`config.mk`:
```
export PLATFORM = sky130hd
export DESIGN_NAME = matrix_ctrl_fsm
export DESIGN_NICKNAME = d
export VERILOG_FILES = /design/src/rtl/matrix_ctrl_fsm.sv
export SDC_FILE = /design/constraint.sdc
export NUM_CORES = 1
export LEC_CHECK = 0
export CAP_MARGIN = 20
export CORE_MARGIN = 8
export CORE_UTILIZATION = 50
export CTS_BUF_LIST = sky130_fd_sc_hd__clkbuf_4 sky130_fd_sc_hd__clkbuf_8 sky130_fd_sc_hd__clkbuf_16
export DETAILED_ROUTE_END_ITERATION = 12
export PLACE_DENSITY = 0.81
export RECOVER_POWER = 50
export SLEW_MARGIN = 0
export SYNTH_ARGS = -nofsm -noshare
export SYNTH_HDL_FRONTEND = slang
export SYNTH_SLANG_ARGS = --single-unit
```
`constraint.sdc`:
```
create_clock -name clk -period 6.3 [get_ports clk]
set_input_delay 1.26 -clock clk [delete_from_list [all_inputs] [get_ports clk]]
set_output_delay 1.26 -clock clk [all_outputs]
set_load 0.01 [all_outputs]
```
`src/rtl/matrix_ctrl_fsm.sv`:
```
// Top-level sequencer of the matrix calculator: start strobes, error handling, post-error countdown.
// All outputs registered and change on the same edge as state; no backpressure, inputs are one-cycle pulses.
module matrix_ctrl_fsm #(
  parameter int CLK_FREQ = 100_000_000,
  parameter int WAIT_SEC = 5
) (
  input  logic       clk,
  input  logic       rst,
  input  logic       btn_confirm,
  input  logic       btn_back,
  input  logic [1:0] op_sel,
  input  logic       input_done,
  input  logic       input_err,
  input  logic       gen_done,
  input  logic       store_done,
  input  logic       store_full,
  input  logic       operands_ok,
  input  logic       comp_done,
  input  logic       comp_err,
  output logic [3:0] state,
  output logic       input_start,
  output logic       gen_start,
  output logic       disp_start,
  output logic       comp_start,
  output logic       store_start,
  output logic [3:0] countdown,
  output logic [2:0] err_code
);

  typedef enum logic [3:0] {
    S_IDLE    = 4'd0,
    S_MENU    = 4'd1,
    S_INPUT   = 4'd2,
    S_GEN     = 4'd3,
    S_DISPLAY = 4'd4,
    S_COMPUTE = 4'd5,
    S_ERROR   = 4'd6,
    S_STORE   = 4'd7,
    S_SELECT  = 4'd8,
    S_WAIT    = 4'd9
  } state_t;

  localparam int             PW      = (CLK_FREQ > 2) ? $clog2(CLK_FREQ) : 1;
  localparam logic [PW-1:0]  PS_LAST = PW'(CLK_FREQ - 1);
  localparam logic [3:0]     CD_INIT = 4'(WAIT_SEC);

  localparam logic [2:0] ERR_NONE    = 3'd0;
  localparam logic [2:0] ERR_INPUT   = 3'd1;
  localparam logic [2:0] ERR_FULL    = 3'd2;
  localparam logic [2:0] ERR_OPERAND = 3'd3;
  localparam logic [2:0] ERR_COMPUTE = 3'd4;

  state_t        state_q, state_d;
  logic [PW-1:0] ps_q, ps_d;
  logic [3:0]    cd_q, cd_d;
  logic [2:0]    err_q, err_d;
  logic          retry_q, retry_d;
  logic [4:0]    strb_q, strb_d;

  always_ff @(posedge clk) begin
    if (rst) begin
      state_q <= S_IDLE;
      ps_q    <= '0;
      cd_q    <= '0;
      err_q   <= ERR_NONE;
      retry_q <= 1'b0;
      strb_q  <= '0;
    end else begin
      state_q <= state_d;
      ps_q    <= ps_d;
      cd_q    <= cd_d;
      err_q   <= err_d;
      retry_q <= retry_d;
      strb_q  <= strb_d;
    end
  end

  always_comb begin
    state_d = state_q;
    ps_d    = '0;
    cd_d    = '0;
    err_d   = err_q;
    retry_d = retry_q;

    case (state_q)
      S_IDLE: begin
        if (btn_confirm) state_d = S_MENU;
      end
      S_MENU: begin
        if (btn_back) begin
          state_d = S_IDLE;
        end else if (btn_confirm) begin
          case (op_sel)
            2'd0:    state_d = S_INPUT;
            2'd1:    state_d = S_GEN;
            2'd2:    state_d = S_DISPLAY;
            default: state_d = S_SELECT;
          endcase
        end
      end
      S_INPUT: begin
        if (input_err) begin
          state_d = S_ERROR;
          err_d   = ERR_INPUT;
          retry_d = 1'b0;
        end else if (input_done) begin
          state_d = S_STORE;
        end else if (btn_back) begin
          state_d = S_MENU;
        end
      end
      S_GEN: begin
        if (gen_done)      state_d = S_STORE;
        else if (btn_back) state_d = S_MENU;
      end
      S_STORE: begin
        if (store_full) begin
          state_d = S_ERROR;
          err_d   = ERR_FULL;
          retry_d = 1'b0;
        end else if (store_done) begin
          state_d = S_MENU;
        end
      end
      S_DISPLAY: begin
        if (btn_back || btn_confirm) state_d = S_MENU;
      end
      S_SELECT: begin
        if (btn_back) begin
          state_d = S_MENU;
        end else if (btn_confirm) begin
          if (operands_ok) begin
            state_d = S_COMPUTE;
          end else begin
            state_d = S_ERROR;
            err_d   = ERR_OPERAND;
            retry_d = 1'b1;
          end
        end
      end
      S_COMPUTE: begin
        if (comp_err) begin
          state_d = S_ERROR;
          err_d   = ERR_COMPUTE;
          retry_d = 1'b1;
        end else if (comp_done) begin
          state_d = S_DISPLAY;
        end
      end
      S_ERROR: begin
        state_d = S_WAIT;
        cd_d    = CD_INIT;
      end
      S_WAIT: begin
        // buttons are deliberately ignored; only the prescaler moves this state
        cd_d = cd_q;
        if (ps_q == PS_LAST) begin
          if (cd_q <= 4'd1) begin
            cd_d    = '0;
            err_d   = ERR_NONE;
            state_d = retry_q ? S_SELECT : S_MENU;
          end else begin
            cd_d = cd_q - 4'd1;
          end
        end else begin
          ps_d = ps_q + 1'b1;
        end
      end
      default: begin
        state_d = S_IDLE;
        err_d   = ERR_NONE;
        retry_d = 1'b0;
      end
    endcase

    strb_d = {(state_d == S_INPUT)   && (state_q != S_INPUT),
              (state_d == S_GEN)     && (state_q != S_GEN),
              (state_d == S_DISPLAY) && (state_q != S_DISPLAY),
              (state_d == S_COMPUTE) && (state_q != S_COMPUTE),
              (state_d == S_STORE)   && (state_q != S_STORE)};
  end

  assign state       = state_q;
  assign input_start = strb_q[4];
  assign gen_start   = strb_q[3];
  assign disp_start  = strb_q[2];
  assign comp_start  = strb_q[1];
  assign store_start = strb_q[0];
  assign countdown   = cd_q;
  assign err_code    = err_q;

endmodule

```
# Word level (Yosys, flattened, before mapping)
# Cells that the tools add are included.
[word_totals] regBits=44 input_bits=14 output_inout_bits=16 word_cells=94
[classes] add_sub_neg=2 n_lt_le_gt_ge=1 eq_ne=30 muxes=39 bitwise=3 reduce_logical=13
[op_table] operator="2-to-1 mux 4 bit" count=19
[op_table] operator="one-hot mux 4 bit (10 select lines)" count=1
[op_table] operator="== test 4 x 3 -> 1 bit (second input constant)" count=7
[op_table] operator="adder 27 x 1 -> 27 bit (second input constant)" count=1
[op_table] operator="== test 27 bit (second input constant)" count=1
[op_table] operator="2-to-1 mux 3 bit" count=8
[op_table] operator="one-hot mux 3 bit (6 select lines)" count=1
[op_table] operator="== test 4 x 2 -> 1 bit (second input constant)" count=4
[op_table] operator="!= test 2 bit (second input constant)" count=8
[op_table] operator="!= test 4 x 3 -> 1 bit (second input constant)" count=3
[op_table] operator="one-hot mux 4 bit (3 select lines)" count=1
[op_table] operator="AND reduction 9 bit" count=1
[op_table] operator="== test 4 bit (second input constant)" count=2
[op_table] operator="!= test 4 x 2 -> 1 bit (second input constant)" count=2
[op_table] operator="one-hot mux 4 bit (2 select lines)" count=1
[op_table] operator="AND reduction 7 bit" count=1
[op_table] operator="2-to-1 mux 1 bit" count=6
[op_table] operator="OR reduction 6 bit" count=1
[op_table] operator="logical AND 1 bit" count=5
[op_table] operator="one-hot mux 1 bit (5 select lines)" count=1
[op_table] operator="OR reduction 5 bit" count=1
[op_table] operator="== test 4 x 1 -> 1 bit (second input constant)" count=1
[op_table] operator="less-or-equal comparator 4 x 1 -> 1 bit (second input constant)" count=1
[op_table] operator="logical NOT 4 bit" count=1
[op_table] operator="other kinds (8)" count=10

# Longest topological paths before layout
[logic_depth] ltp_word=7 ltp_mapped=8

# Least setup slack after synthesis
# Ideal clock, no wire load.
[synth_timing] path_kind="input port to flip-flop" from="in btn_back" to="reg strb_q[1]" setup_time_ns=0.096 t_arrival_ns=2.820 t_required_ns=6.204 path_slack_ns=3.384 path_stages=6 n_path_buf=1 cell_sequence="buf_2 -> or3b_2 -> a2111oi_0 -> nor4_1 -> and4b_1 -> nor4b_1"
[synth_between] elab_chain_cells=6
[synth_rtl] element="start, declared" line_no="10" source="input logic btn_back,"
[synth_rtl] element="2-to-1 mux 4 bit" line_no="108, 114"
[synth_rtl] element="2-to-1 mux 4 bit" line_no="106" source="end else if (input_done) begin"
[synth_rtl] element="2-to-1 mux 4 bit" line_no="102" source="if (input_err) begin"
[synth_rtl] element="one-hot mux 4 bit (10 select lines) (*)" line_no="85" source="case (state_q)"
[synth_rtl] element="== test 4 x 3 -> 1 bit (*)" line_no="179" source="(state_d == S_COMPUTE) && (state_q != S_COMPUTE),"
[synth_rtl] element="logical AND 1 bit (*)" line_no="179"
[synth_rtl] element="end signal, assigned" line_no="74" source="strb_q <= strb_d;"
[synth_rtl] element="end, declared" line_no="58" source="logic [4:0] strb_q, strb_d;"
# Every way passes the cells marked *; elsewhere a longest branch is shown, timed or not.
# A chain may end at the register's enable or synchronous reset.

# Worst setup path in the final report
[layout_timing] from="in btn_back" to="reg strb_q[0]"
[layout_between] elab_chain_cells=6
[layout_rtl] element="2-to-1 mux 4 bit" line_no="108, 114"
[layout_rtl] element="2-to-1 mux 4 bit" line_no="106"
[layout_rtl] element="2-to-1 mux 4 bit" line_no="102"
[layout_rtl] element="one-hot mux 4 bit (10 select lines) (*)" line_no="85"
[layout_rtl] element="== test 4 x 3 -> 1 bit (*)" line_no="180" source="(state_d == S_STORE) && (state_q != S_STORE)};"
[layout_rtl] element="logical AND 1 bit (*)" line_no="180"
# Marks and branches as above.

==> results.cfg <==
[timing]
fin_crit_sh_pct = 51.45
worst_pin_slew_ns = 0.8970
hold_viol = 0
slew_headroom_pct = 40.20
finalSetupViolCount = 0
fin_skew_ns = 0.01156
final.min_clock_period_ns = 3.241
slew_viol_final = 0
rsz0062_at_grt = no
fin_ws_ns = 3.059
setup-tns-final_ns = 0
fmax_ghz = 0.3085

[placement]
portBuffers = 29
gp_congestion = 0.8366
dp.final_hpwl_mm = 3.784
place_area_um2 = 2711
pre_cts_ws_ns = 2.765

[route]
first_iter_violations = 85
wl_met1_mm = 2.478
route.met3.wl_um = 303
detail_route.wl_per_cell_um = 14.27
postRouteAntennaNets = 0
dr.pass1.iters = 5
vias_per_cell = 5.597
vias = 2071
highest_layer = met4
drt-total-wl_mm = 5.281
met2_length_mm = 2.408
drc_errors = 0

[critical_path]
worst_setup_path_end_kind = flip-flop
crit_fanout = 10
startpoint_type = input pin
r2r_cells = 5
r2r_start = ps_q[12]
r2r_end = ps_q[3]
worstPathArrival_ns = 3.45
timing.critical_path.required_ns = 6.51
r2r_slack_ns = 3.44
crit_type = in -> reg

[logic_synthesis]
synthArstFlopShare_pct = 0
synth-edff-count = 0
yosysUniqueCellTypes = 63
synthesis.nets = 299
ys.flop_type = dfxtp_1
synth_seq_cells = 44
synth.avg_cell_area_um2 = 8.625
ys_seq_area_share_pct = 36.21
syn_area_um2 = 2432
synthCells = 282
yosys_warnings = 0

[clock_tree]
numCtsBuffers = 5
post_cts_buffers = 0
post_cts_resized = 0
htree_levels = 2
cts_root_buffer = clkbuf_8
clock_latency_ns = 0.30
cts_tree = yes
path_clk_slew_ns = 0.09
cts_sinks = 44
ctsHoldBuffers = 0
cts_buffer_depth = 2

[hold_path]
min_path_type = reg -> reg
hold_start = ps_q[0]
hold_path_end = ps_q[0]
hold_path_depth = 1

[floorplanning]
die_h_um = 85.75
start_util_pct = 51.50
ios = 30
core_um2 = 4723
dieArea_um2 = 7352
die_w_um = 85.75
fp-row-count = 25

[pwr]
p_total_uw = 581.9
p_per_area_nw_per_um2 = 207.2
leakagePower_nw = 0.9270
vdd_drop_max_v = 0.0001361

[finish]
final_cell_area_um2 = 2808
regArea_um2 = 880.8
finish.net_count = 319
drive_gt1_share_pct = 8.581
fillers = 435
multi_input_area_um2 = 1396
syn_to_final_growth_pct = 15.43
final_util_pct = 59.44
n_antenna_cell = 0

[grt]
grt_pass1_vias = 2019
antenna_found_initial = 0
grt_usage_pct = 14.71
grt_start_max_net_pins = 28
grt_pass1_wl_mm = 8.949
grt_overflow = 0

[run]
drv_cap = 0

[outcome]
status = completed
-- area by class of cell --
cell class / instances / share of cell area (%)
multi-input combinational: 211 / 49.73
sequential: 44 / 31.37
timing repair buffer: 29 / 10.34
tap: 67 / 2.986
clock buffer: 5 / 2.451
clock inverter: 3 / 1.649
inverter: 11 / 1.471
-- worst max-delay path: stages --
cell,delay [ns]
clkdlybuf4s50_1,0.56
or3b_2,0.52
a2111oi_0,0.41
nor4_1,0.10
and4b_1,0.29
nor4b_1,0.30
-- power by group --
group          switching (mW)  internal [mW]
clock network           0.101          0.119
logic                  0.0291         0.0369
registers              0.0122          0.283
total                   0.143          0.439
-- Yosys cell counts, drive strengths merged (2+ instances only) --
cell	instances	area [um2]
nand3b	2	15.01
o31ai	2	15.01
a21oi	10	53.80
nand2b	5	31.28
xnor2	19	166.4
nor3	11	55.05
and2	3	20.02
or4b	3	30.03
a2bb2oi	3	26.28
nand3	14	70.07
o21ai	4	20.02
o311a	3	30.03
and4b	3	30.03
nor2b	2	12.51
mux2	2	22.52
and3	4	26.28
nor4b	6	52.55
xor2	5	43.79
clkbuf	11	71.32
nor4bb	3	30.03
nand4	4	25.02
dfxtp	44	880.8
or2	5	31.28
nand2	9	33.78
nor3b	4	30.03
or4	2	18.77
and4	5	46.30
nor2	42	157.7
buf	5	23.77
o211ai	3	22.52
o21bai	2	15.01
or3	2	12.51
nor4	7	58.81
ha	3	37.54
inv	11	41.29
-- stage by stage --
stage	cells	hold slack (ns)
final	370	0.4590
after global routing	370	0.5032
after CTS	370	0.4698
after detailed placement	362	0.4523
after global placement	362	0.4388
after floorplan	282	0.4258
-- registers in the layout, summed over array words and instances (netlist names) --
signal,count
strb_q,5
ps_q,27
state,4
err_code,3
retry_q,1
countdown,4
-- how the worst max path moves through the flow --
stage | startpoint | endpoint | slack, ns
after global placement | btn_back | strb_q[1] | 2.81
final | btn_back | strb_q[0] | 3.06
after floorplan | btn_back | strb_q[1] | 3.38
after global routing | btn_back | strb_q[0] | 2.90
after detailed placement | btn_back | strb_q[0] | 2.76
after CTS | btn_back | strb_q[0] | 3.07
-- cell families (layout without fill, tap and decap cells) --
logic type / count (synthesis) / in the layout / synth area share (%)
AND/OR/NAND/NOR: 141 / 141 / 34.52
flip-flops: 44 / 44 / 36.21
AO/OA/AOI/OAI: 40 / 40 / 12.14
buffers and inverters: 27 / 48 / 5.607
XOR/XNOR: 24 / 24 / 8.642
adder cells (fa/ha/maj): 3 / 3 / 1.543
multiplexers: 3 / 3 / 1.337
-- cells in the final DEF, fill, tap and decap left out, types with 2 or more instances in the layout --
| master | Yosys | routed |
|---|---|---|
| dfxtp_1 | 44 | 44 |
| nor2_1 | 42 | 42 |
| xnor2_1 | 19 | 19 |
| dlygate4sd3_1 | 0 | 15 |
| nand3_1 | 14 | 14 |
| clkdlybuf4s50_1 | 0 | 14 |
| inv_1 | 11 | 11 |
| nor3_1 | 11 | 11 |
| a21oi_1 | 9 | 10 |
| nand2_1 | 9 | 9 |
| nor4_1 | 6 | 7 |
| nor4b_1 | 6 | 6 |
| nand2b_1 | 5 | 5 |
| or2_2 | 5 | 5 |
| xor2_1 | 5 | 5 |
| clkbuf_8 | 3 | 5 |
| nand4_1 | 4 | 4 |
| nor3b_1 | 4 | 4 |
| o21ai_0 | 4 | 4 |
| a2bb2oi_1 | 3 | 3 |
| and4_1 | 3 | 3 |
| and4b_1 | 3 | 3 |
| nor4bb_1 | 3 | 3 |
| o211ai_1 | 3 | 3 |
| o311a_1 | 3 | 3 |
| and3_1 | 3 | 3 |
| ha_1 | 3 | 3 |
| mux2_2 | 2 | 2 |
| nand3b_1 | 2 | 2 |
| and4_2 | 2 | 2 |
| o31ai_1 | 2 | 2 |
| or4b_2 | 2 | 2 |
| nor2b_1 | 2 | 2 |
| or3_1 | 2 | 2 |
| and2_1 | 2 | 2 |
| o21bai_1 | 2 | 2 |
-- per-layer routing --
| layer | GRT usage (%) | vias to the layer above |
|---|---|---|
| met3 | 4.776 | 9 |
| met1 | 16.88 | 964 |
| li1 | - | 1058 |
| met5 | 0 | - |
| met2 | 24.96 | 40 |
| met4 | 5.096 | 0 |
No activity file was read; power rests on OpenSTA's default activity.
